$ cat config.mk
export PLATFORM = sky130hd
export DESIGN_NAME = reversible_gate_pipe
export DESIGN_NICKNAME = d
export VERILOG_FILES = /design/src/rtl/reversible_gate_pipe.sv
export SDC_FILE = /design/constraint.sdc
export NUM_CORES = 1
export LEC_CHECK = 0
export ABC_AREA = 1
export CAP_MARGIN = 20
export CELL_PAD_IN_SITES_DETAIL_PLACEMENT = 1
export CELL_PAD_IN_SITES_GLOBAL_PLACEMENT = 2
export CORE_ASPECT_RATIO = 0.5
export CORE_MARGIN = 4
export CORE_UTILIZATION = 27
export CTS_CLUSTER_DIAMETER = 80
export DETAILED_ROUTE_END_ITERATION = 6
export GPL_TIMING_DRIVEN = 1
export PLACE_DENSITY_LB_ADDON = 0.1
export SETUP_SLACK_MARGIN = 0.05
export SYNTH_ARGS = -nofsm -noshare
export SYNTH_HDL_FRONTEND = slang
export SYNTH_SLANG_ARGS = --single-unit
$ cat constraint.sdc
create_clock -name clk -period 2.7 [get_ports clk]
set_clock_uncertainty 0.1 [all_clocks]
set_input_delay 0.81 -clock clk [delete_from_list [all_inputs] [get_ports clk]]
set_output_delay 0.81 -clock clk [all_outputs]
set_load 0.005 [all_outputs]
$ cat src/rtl/reversible_gate_pipe.sv
// reversible_gate_pipe
//   Applies one of four 3-input reversible gates (CNOT, Toffoli, Fredkin, Peres)
//   bitwise across WIDTH lanes, then carries the result through STAGES register
//   stages with valid/ready flow control. The gate is evaluated in front of the
//   stage-1 register; every later stage is a pure delay. done_cnt counts output
//   handshakes and wraps.
// Ports:
//   clk, rst            rising-edge clock, asynchronous active-high reset
//   in_valid, in_ready  input handshake
//   mode, inv           gate select (0 CNOT, 1 Toffoli, 2 Fredkin, 3 Peres), inverse flag
//   a, b, c             control vector and the two data vectors
//   out_valid, out_ready output handshake
//   p, q, r, out_mode   gate outputs and the mode carried with them
//   done_cnt            completed output handshakes, modulo 2^CNT_W
module reversible_gate_pipe #(
    parameter int unsigned WIDTH  = 8,
    parameter int unsigned STAGES = 2,
    parameter int unsigned CNT_W  = 16
) (
    input  logic             clk,
    input  logic             rst,
    input  logic             in_valid,
    output logic             in_ready,
    input  logic [1:0]       mode,
    input  logic             inv,
    input  logic [WIDTH-1:0] a,
    input  logic [WIDTH-1:0] b,
    input  logic [WIDTH-1:0] c,
    output logic             out_valid,
    input  logic             out_ready,
    output logic [WIDTH-1:0] p,
    output logic [WIDTH-1:0] q,
    output logic [WIDTH-1:0] r,
    output logic [1:0]       out_mode,
    output logic [CNT_W-1:0] done_cnt
);

    logic [STAGES-1:0] vld_q;
    logic [STAGES-1:0] load;
    logic [WIDTH-1:0]  p_q    [STAGES];
    logic [WIDTH-1:0]  q_q    [STAGES];
    logic [WIDTH-1:0]  r_q    [STAGES];
    logic [1:0]        mode_q [STAGES];
    logic [CNT_W-1:0]  cnt_q;

    logic [WIDTH-1:0]  g_p;
    logic [WIDTH-1:0]  g_q;
    logic [WIDTH-1:0]  g_r;

    // Gate evaluation, bitwise across all lanes.
    always_comb begin
        g_p = a;
        g_q = b;
        g_r = c;
        case (mode)
            2'd0: g_q = a ^ b;
            2'd1: g_r = (a & b) ^ c;
            2'd2: begin
                // Controlled swap of b and c.
                g_q = (a & c) | (~a & b);
                g_r = (a & b) | (~a & c);
            end
            2'd3: begin
                g_q = a ^ b;
                // Inverse Peres uses the freshly computed q (a & (a^b) == a & ~b).
                g_r = inv ? ((a & ~b) ^ c) : ((a & b) ^ c);
            end
        endcase
    end

    // Stage k may load iff some stage at or after k is empty, or the output is
    // being drained. Written in closed form so there is no combinational chain
    // through the load vector itself.
    always_comb begin
        for (int unsigned k = 0; k < STAGES; k++) begin
            load[k] = out_ready;
            for (int unsigned j = 0; j < STAGES; j++) begin
                if (j >= k && !vld_q[j]) begin
                    load[k] = 1'b1;
                end
            end
        end
    end

    always_ff @(posedge clk or posedge rst) begin
        if (rst) begin
            vld_q <= '0;
            cnt_q <= '0;
            for (int unsigned k = 0; k < STAGES; k++) begin
                p_q[k]    <= '0;
                q_q[k]    <= '0;
                r_q[k]    <= '0;
                mode_q[k] <= '0;
            end
        end else begin
            if (load[0]) begin
                vld_q[0]  <= in_valid;
                p_q[0]    <= g_p;
                q_q[0]    <= g_q;
                r_q[0]    <= g_r;
                mode_q[0] <= mode;
            end
            for (int unsigned k = 1; k < STAGES; k++) begin
                if (load[k]) begin
                    vld_q[k]  <= vld_q[k-1];
                    p_q[k]    <= p_q[k-1];
                    q_q[k]    <= q_q[k-1];
                    r_q[k]    <= r_q[k-1];
                    mode_q[k] <= mode_q[k-1];
                end
            end
            if (vld_q[STAGES-1] && out_ready) begin
                cnt_q <= cnt_q + CNT_W'(1);
            end
        end
    end

    assign in_ready  = load[0];
    assign out_valid = vld_q[STAGES-1];
    assign p         = p_q[STAGES-1];
    assign q         = q_q[STAGES-1];
    assign r         = r_q[STAGES-1];
    assign out_mode  = mode_q[STAGES-1];
    assign done_cnt  = cnt_q;

endmodule

==> flow_metrics.env, run 1 <==
export IMPL_grt_max_degree=41
export IMPL_grt_use_total_pct=14.5
export IMPL_syn_area_per_cell_um2=7.29
export IMPL_wl_per_cell_um=14.1
export IMPL_routed_wl_mm=12.0
export IMPL_synth_edff_count=0
export IMPL_pre_cts_ws_ns=-0.238
export IMPL_fp_dieW_um=185
export IMPL_synth_fa_ha_area_share_pct=6.20
export IMPL_gr_total_overflow=0
export IMPL_slew_headroom_pct=71.7
export IMPL_die_h_um=96.6
export IMPL_power_density_mw_per_mm2=593
export IMPL_maxSlewViolCount=0
export IMPL_period_share_pct=92.0
export IMPL_timing_fmax_mhz=403
export IMPL_r2r_start="vld_q[1]"
export IMPL_clockBufferDepth=2
export IMPL_drc=0
export IMPL_crit_slowest_cell="dlygate4sd2_1"
export IMPL_status="finished, final reports clean"
export IMPL_cap_viol_max_count=0
export IMPL_yosysTopAreaCellShare_pct=41.4
export IMPL_post_synth_top_count_cell="nand2_1"
export IMPL_layout_area_seq_mm2=0.00175
export IMPL_core_mm2=0.0154
export IMPL_ff2ff_path_depth=6
export IMPL_num_io_pins=75
export IMPL_synthTopCellsByArea="dfrtp_1, nand2_1, inv_1"
export IMPL_fin_crit_ns=2.48
export IMPL_synth_top_family_by_area="simple AND/OR/NAND/NOR gates"
export IMPL_hp_class="reg2reg"
export IMPL_synth_xor_area_share_pct=2.25
export IMPL_power_mw=3.21
export IMPL_clk_latency_ns=0.34
export IMPL_cts_root_buf="clkbuf_16"
export IMPL_ys_flop_type="dfrtp_1"
export IMPL_ant_nets=0
export IMPL_place_hpwl_mm=9.04
export IMPL_tns_ns=0
export IMPL_cp_end_kind="output port"
export IMPL_vias_per_cell=4.26
export IMPL_final_hold_viol_count=0
export IMPL_min_from="p_q[11]"
export IMPL_slowest_delay_ns=0.28
export IMPL_synthMuxAreaShare_pct=0
export IMPL_tightest_slew_ns=0.424
export IMPL_grt_pass1_wl_mm=20.0
export IMPL_syn_inst=581
export IMPL_dr_pass1_iters=4
export IMPL_synth_seq_cells=70
export IMPL_worstSetupPathType="in2out"
export IMPL_start_util_pct=27.5
export IMPL_hold_buffers=0
export IMPL_cp_common_cell="dlygate4sd2_1"
export IMPL_hold_end="p[3]"
export IMPL_ys_seq_area_share_pct=41.4
export IMPL_timing_final_ws_setup_ns=0.216
export IMPL_vias=3624
export IMPL_drive_above_1_share_pct=7.57
export IMPL_ys_top_cells_by_count="nand2_1, inv_1, dfrtp_1"
export IMPL_worstPathMaxFanout=2
export IMPL_ys_warn_count=0
export IMPL_multi_input_area_mm2=0.00190
export IMPL_netlist_area_mm2=0.00424
export IMPL_grt_pass1_vias=3728
export IMPL_post_cts_resize_count=2
export IMPL_syn_nets=633
export IMPL_die_area_mm2=0.0179
export IMPL_antenna_found_initial=1
export IMPL_routabilityCongestion=0.753
export IMPL_cts_num_sinks=70
export IMPL_timing_rr_end="r[1]"
export IMPL_place_area_mm2=0.00516
export IMPL_async_reset_ff_share_pct=100
export IMPL_final_util_pct=35.2
export IMPL_rsz0062_at_grt="false"
export IMPL_fin_nets=695
export IMPL_cts_tree="done"
export IMPL_synth_compound_gate_area_share_pct=8.69
export IMPL_fill_cells=1930
export IMPL_required_ns=1.79
export IMPL_p_leak_nw=2.81
export IMPL_fin_area_mm2=0.00542
export IMPL_ys_types=27
export IMPL_arrival_ns=1.57
export IMPL_synthToLayoutAreaGrowth_pct=27.9
export IMPL_synth_simple_gate_area_share_pct=27.7
export IMPL_startpoint_type="input port"
export IMPL_setup_viol=0
export IMPL_r2r_setup_slack_ns=0.96
export IMPL_cts_buffers=9
export IMPL_htree_levels=3
export IMPL_portBuffers=74
export IMPL_rows=32
export IMPL_antenna_cells=0
export IMPL_post_cts_buffers=0
export IMPL_synth_top_area_cell="dfrtp_1"
export IMPL_ir_drop_mv=0.280
export IMPL_whs_path_depth=2
export IMPL_clk_pin_slew_ns=0.06
export IMPL_drtIter0Drc=105
export IMPL_cp_cell_sequence="dlygate4sd2_1 -> nor2_4 -> nand2_2 -> dlygate4sd2_1"
[worst max-delay path, delay by kind of cell]
| family | cells | cell delay (ns) |
|---|---|---|
| buf+inv | 2 | 0.55 |
| simple gates | 2 | 0.22 |
[sequential cells by signal, indices dropped and copies added, names as in the netlist]
register and cells:
done_cnt 16, q 8, r_q 8, out_mode 2, vld_q 2, p 8, q_q 8, p_q 8
mode_q 2, r 8
[cell families after synthesis]
kind of cell / Yosys count
simple gates: 284
buf+inv: 125
compound gates: 71
flops: 70
fa+ha+maj: 21
xor+xnor: 10
[layout make-up]
class | count | share of cell area [%]
inverters | 83 | 5.82
clock buffers | 9 | 4.16
well taps | 204 | 4.71
multi-input cells | 386 | 35.1
clock inverters | 6 | 0.739
flip-flops and latches | 70 | 32.3
repair buffers | 93 | 17.2
[power breakdown]
part,switching (mW),total (mW),internal (mW)
Sequential,0.132,1.35,1.22
Combinational,0.381,0.786,0.405
Clock,0.465,1.08,0.614
Total,0.977,3.21,2.24
[metal layers]
layer  vias up  global-route usage (%)  wire length, um
met5         -                       0                0
met4         0                    3.85              131
met3        13                    3.07              432
met1      1681                    20.9             6570
met2        50                    21.9             4880
li1       1880                       -                -
[worst max path at each step]
| stage | from | to | slack (ns) | depth (start not counted) |
|---|---|---|---|---|
| floorplan | out_ready | in_ready | 0.60 | 3 |
| global placement | out_ready | in_ready | -0.24 | 4 |
| detailed placement | out_ready | in_ready | -0.24 | 4 |
| CTS | out_ready | in_ready | 0.20 | 4 |
| global route | out_ready | in_ready | 0.16 | 4 |
| finish | out_ready | in_ready | 0.22 | 4 |
[metrics by stage]
step	hold WS (ns)	instances
after global routing	0.407	851
after CTS	0.375	851
final	0.371	851
after floorplan	0.342	581
after global placement	0.355	836
after detailed placement	0.362	836
[cell usage in the layout (no fill, tap or decap), types with 8 or more instances in the layout]
master,Yosys,final
o22ai_1,8,8
nand3_1,24,24
nor2_1,45,45
o21ai_1,14,14
clkdlybuf4s50_1,0,72
buf_4,27,15
o21ai_0,40,40
a21oi_1,8,8
inv_1,81,80
dfrtp_1,70,70
clkbuf_16,0,9
ha_1,21,21
nand2_1,198,198
Note: power is estimated with default switching activity, not from simulation.
==> run 2: changes to the inputs <==
- ABC_AREA: 1 -> default
- CORE_UTILIZATION: 27 -> 30
==> flow_metrics.env, run 2 <==
export IMPL_hold_buffers=0
export IMPL_ys_warn_count=0
export IMPL_startpoint_type="input port"
export IMPL_clk_latency_ns=0.33
export IMPL_timing_fmax_mhz=391
export IMPL_ys_flop_type="dfrtp_1"
export IMPL_fp_dieW_um=171
export IMPL_antenna_found_initial=0
export IMPL_post_cts_buffers=0
export IMPL_layout_area_seq_mm2=0.00175
export IMPL_fin_nets=474
export IMPL_hold_slack_ns=0.368
export IMPL_synth_top_area_cell="dfrtp_1"
export IMPL_slowest_delay_ns=0.25
export IMPL_cp_cell_sequence="dlygate4sd2_1 -> nand2b_4 -> nor2_8 -> inv_6 -> dlygate4sd2_1"
export IMPL_final_hold_viol_count=0
export IMPL_ant_nets=0
export IMPL_portBuffers=74
export IMPL_cts_num_sinks=70
export IMPL_grt_pass1_wl_mm=16.4
export IMPL_arrival_ns=1.65
export IMPL_clockBufferDepth=2
export IMPL_fin_cells=597
export IMPL_vias_per_cell=4.69
export IMPL_core_mm2=0.0128
export IMPL_largest_reg_flops=16
export IMPL_post_synth_top_count_cell="dfrtp_1"
export IMPL_syn_nets=419
export IMPL_htree_levels=3
export IMPL_ff2ff_path_depth=8
export IMPL_routabilityCongestion=0.750
export IMPL_r2r_start="vld_q[1]"
export IMPL_grt_use_total_pct=14.2
export IMPL_required_ns=1.79
export IMPL_cts_buffers=9
export IMPL_final_common_cell="clkdlybuf4s50_1"
export IMPL_multi_input_area_mm2=0.00186
export IMPL_ir_drop_mv=0.306
export IMPL_p_leak_nw=2.22
export IMPL_power_density_mw_per_mm2=664
export IMPL_status="finished, final reports clean"
export IMPL_timing_rr_end="r_q[15]"
export IMPL_post_cts_resize_count=4
export IMPL_worstSetupPathType="in2out"
export IMPL_grt_pass1_vias=3034
export IMPL_vias=2802
export IMPL_crit_slowest_cell="dlygate4sd2_1"
export IMPL_rsz0062_at_grt="false"
export IMPL_place_hpwl_mm=7.50
export IMPL_synthToLayoutAreaGrowth_pct=27.8
export IMPL_r2r_setup_slack_ns=0.95
export IMPL_synth_seq_cells=70
export IMPL_drc=0
export IMPL_drive_above_1_share_pct=17.3
export IMPL_num_io_pins=75
export IMPL_syn_area_per_cell_um2=10.8
export IMPL_dr_pass1_iters=4
export IMPL_place_inst=581
export IMPL_ys_top_cells_by_count="dfrtp_1, nand2_1, mux2_2"
export IMPL_drtIter0Drc=94
export IMPL_synthTopCellsByArea="dfrtp_1, mux2_2, ha_1"
export IMPL_maxSlewViolCount=0
export IMPL_hold_end="p_q[9]"
export IMPL_antenna_cells=0
export IMPL_fill_cells=1404
export IMPL_setup_viol=0
export IMPL_yosysTopAreaCellShare_pct=44.2
export IMPL_synth_edff_count=0
export IMPL_period_share_pct=94.8
export IMPL_tightest_slew_ns=0.490
export IMPL_cts_tree="done"
export IMPL_cts_root_buf="clkbuf_16"
export IMPL_gr_total_overflow=0
export IMPL_fin_crit_ns=2.56
export IMPL_clk_pin_slew_ns=0.06
export IMPL_worstPathMaxFanout=2
export IMPL_min_from="p_q[9]"
export IMPL_ys_types=30
export IMPL_ys_seq_area_share_pct=44.2
export IMPL_wl_per_cell_um=17.1
export IMPL_cp_startpoint="out_ready"
export IMPL_hp_class="reg2reg"
export IMPL_syn_inst=367
export IMPL_routed_wl_mm=10.2
export IMPL_whs_path_depth=2
export IMPL_final_cell_mix="clkdlybuf4s50_1, dfrtp_1, nand2_1"
export IMPL_start_util_pct=31.0
export IMPL_cp_end_kind="output port"
export IMPL_rows=29
export IMPL_grt_max_degree=29
export IMPL_async_reset_ff_share_pct=100
export IMPL_die_h_um=89.3
export IMPL_slew_headroom_pct=67.3
export IMPL_netlist_area_mm2=0.00397
export IMPL_cap_viol_max_count=0
export IMPL_die_area_mm2=0.0152
export IMPL_cp_common_cell="dlygate4sd2_1"
run 2: cell types whose count changed in the layout (fill, tap and decap cells not counted), moves of 12 or more:
cell / previous run / this run
a21oi_1: 8 / 24
o21ai_0: 40 / 8
nand3_1: 24 / 5
nor2_1: 45 / 12
o21ai_1: 14 / 2
nand2_1: 198 / 41
inv_1: 80 / 12
xnor2_1: 6 / 18
mux2_2: 0 / 35
run 2: stage by stage:
step / setup slack, ns / util [%] / total power, mW / cell area [um2] / setup TNS, ns
6_report: 0.139 / 39.6 / 3.36 / 5070 / 0
3_5_place_dp: -0.350 / 37.2 / 2.23 / 4770 / -0.605
2_1_floorplan: 0.393 / - / 1.86 / 3970 / 0
5_1_grt: 0.0890 / 39.6 / 3.58 / 5070 / 0
3_3_place_gp: -0.370 / 37.2 / 2.20 / 4770 / -0.497
4_1_cts: 0.121 / 39.6 / 3.43 / 5070 / 0
run 2: how the worst max path moves through the flow:
stage / end / cells after the start
floorplan: in_ready / 5
global placement: in_ready / 5
detailed placement: in_ready / 5
CTS: in_ready / 5
global route: in_ready / 5
finish: in_ready / 5
run 2: cell type report:
type                    count  area share [%]
multi-input cells         240            36.7
clock inverters             3           0.864
well taps                 170            4.20
repair buffers             87            17.5
clock buffers              13            4.94
flip-flops and latches     70            34.6
inverters                  14            1.21
run 2: cells by family after synthesis:
group / synth area share [%]
and+or+nand+nor: 11.0
adders and majority gates: 6.63
AOI/OAI and AO/OA: 10.4
buffers and inverters: 9.06
xor gates and xnor gates: 6.85
DFF: 44.2
muxes: 12.0
run 2: metal layers:
metal	GRT usage, %	vias up	share of wire [%]
met4	3.04	0	0.72
li1	-	1346	-
met1	18.4	1406	49
met5	0	-	0
met2	24.3	45	47
met3	3.71	5	3.7
run 2: report_power, final:
| group | switching, mW | internal (mW) | leakage, nW |
|---|---|---|---|
| clock | 0.428 | 0.741 | 0.144 |
| sequential | 0.136 | 1.23 | 0.856 |
| combinational | 0.340 | 0.484 | 1.22 |
run 2: worst max-delay path, delay by kind of cell:
| kind | cells | cell delay, ns |
|---|---|---|
| and+or+nand+nor | 2 | 0.31 |
| buffers and inverters | 3 | 0.53 |
==> run 3: changes to the inputs <==
- CORE_UTILIZATION: 30 -> 34
- clock period: 2.7 -> 2.85 ns (I/O delays scaled with it)
==> flow_metrics.env, run 3 (synthesis results as in run 2) <==
export IMPL_p_leak_nw=2.24
export IMPL_post_cts_buffers=0
export IMPL_timing_final_ws_setup_ns=0.205
export IMPL_timing_fmax_mhz=378
export IMPL_final_cell_mix="clkdlybuf4s50_1, dfrtp_1, nand2_1"
export IMPL_place_hpwl_mm=7.20
export IMPL_htree_levels=3
export IMPL_final_common_cell="clkdlybuf4s50_1"
export IMPL_routabilityCongestion=0.824
export IMPL_worstPathMaxFanout=2
export IMPL_fill_cells=1197
export IMPL_hp_class="reg2reg"
export IMPL_post_cts_resize_count=4
export IMPL_worstSetupPathType="in2out"
export IMPL_power_density_mw_per_mm2=647
export IMPL_vias_per_cell=4.77
export IMPL_rsz0062_at_grt="false"
export IMPL_cp_cell_sequence="dlygate4sd2_1 -> nand2b_4 -> nor2_8 -> inv_6 -> dlygate4sd2_1"
export IMPL_top_usage_layer="met2"
export IMPL_drc=0
export IMPL_core_mm2=0.0112
export IMPL_portBuffers=74
export IMPL_antenna_found_initial=0
export IMPL_pre_cts_ws_ns=-0.323
export IMPL_vias=2798
export IMPL_clk_pin_slew_ns=0.06
export IMPL_period_share_pct=92.8
export IMPL_slowest_delay_ns=0.26
export IMPL_status="finished, final reports clean"
export IMPL_met3_usage_pct=4.27
export IMPL_grtUsageMet2_pct=25.4
export IMPL_ir_drop_mv=0.328
export IMPL_synthToLayoutAreaGrowth_pct=28.0
export IMPL_die_area_mm2=0.0136
export IMPL_rows=27
export IMPL_cp_common_cell="dlygate4sd2_1"
export IMPL_fin_crit_ns=2.65
export IMPL_largest_reg_flops=16
export IMPL_grtUsageMet1_pct=19.6
export IMPL_required_ns=1.90
export IMPL_cts_buffers=9
export IMPL_arrival_ns=1.69
export IMPL_slew_headroom_pct=66.1
export IMPL_hold_buffers=0
export IMPL_cts_tree="done"
export IMPL_die_h_um=84.4
export IMPL_drive_above_1_share_pct=18.2
export IMPL_wl_per_cell_um=16.9
export IMPL_startpoint_type="input port"
export IMPL_cts_root_buf="clkbuf_16"
export IMPL_cap_viol_max_count=0
export IMPL_fp_dieW_um=161
export IMPL_clockBufferDepth=2
export IMPL_tns_ns=0
export IMPL_maxSlewViolCount=0
export IMPL_clk_latency_ns=0.33
export IMPL_grt_max_degree=29
export IMPL_grt_pass1_vias=3047
export IMPL_ant_nets=0
export IMPL_routed_wl_mm=9.91
export IMPL_grt_use_total_pct=15.2
export IMPL_drtIter0Drc=70
export IMPL_cts_num_sinks=70
export IMPL_final_hold_viol_count=0
export IMPL_setup_viol=0
export IMPL_start_util_pct=35.5
export IMPL_cp_end_kind="output port"
export IMPL_fin_nets=475
export IMPL_hold_slack_ns=0.367
export IMPL_num_io_pins=75
export IMPL_dr_pass1_iters=4
export IMPL_tightest_slew_ns=0.508
export IMPL_antenna_cells=0
export IMPL_gr_total_overflow=0
export IMPL_crit_slowest_cell="dlygate4sd2_1"
export IMPL_grt_pass1_wl_mm=16.3
run 3: changes by cell type in the layout (fill, tap and decap cells not counted):
cell and change:
clkbuf_1 -3, inv_2 +1, clkinvlp_4 +1, buf_4 +2, bufinv_16 +1, buf_12 -1
inv_6 +1, clkbuf_8 -1
run 3: area by class of cell:
type	count	area [um2]	area share, %
multi-input combinational	240	1860	36.7
sequential	70	1750	34.5
timing repair buffer	88	881	17.4
clock buffer	9	225	4.44
tap	159	199	3.92
clock inverter	7	97.6	1.92
inverter	14	57.6	1.13
run 3: worst max-delay path: cells and delay by family:
kind                   cells  cell delay (ns)
buffers and inverters      3             0.55
and+or+nand+nor            2             0.28
run 3: power by group:
part	internal, mW	switching [mW]
clock	0.769	0.440
combinational	0.458	0.318
sequential	1.17	0.127
run 3: through the flow:
step	util [%]	cell area, um2	power [mW]	instances
CTS	45.4	5070	3.35	587
floorplan	-	3970	1.77	367
detailed placement	42.4	4750	2.11	571
global placement	42.4	4750	2.07	571
finish	45.4	5070	3.28	587
global route	45.4	5070	3.47	587
run 3: path summary, 6_finish.rpt:
check | from | end | slack [ns] | depth (start not counted)
max reg2reg | done_cnt[0] | done_cnt[14] | 1.11 | 5
min in group asynchronous | rst | done_cnt[8] | 0.77 | 2
min | p_q[12] | p_q[12] | 0.37 | 2
max | out_ready | in_ready | 0.20 | 5
min reg2reg | p_q[12] | p_q[12] | 0.37 | 2
max in group asynchronous | rst | q_q[12] | 1.34 | 3
run 3: per-layer routing:
metal	vias to the layer above	share of wire, %
met1	1396	47
li1	1343	-
met4	0	1.2
met2	50	48
met3	9	3.8
met5	-	0
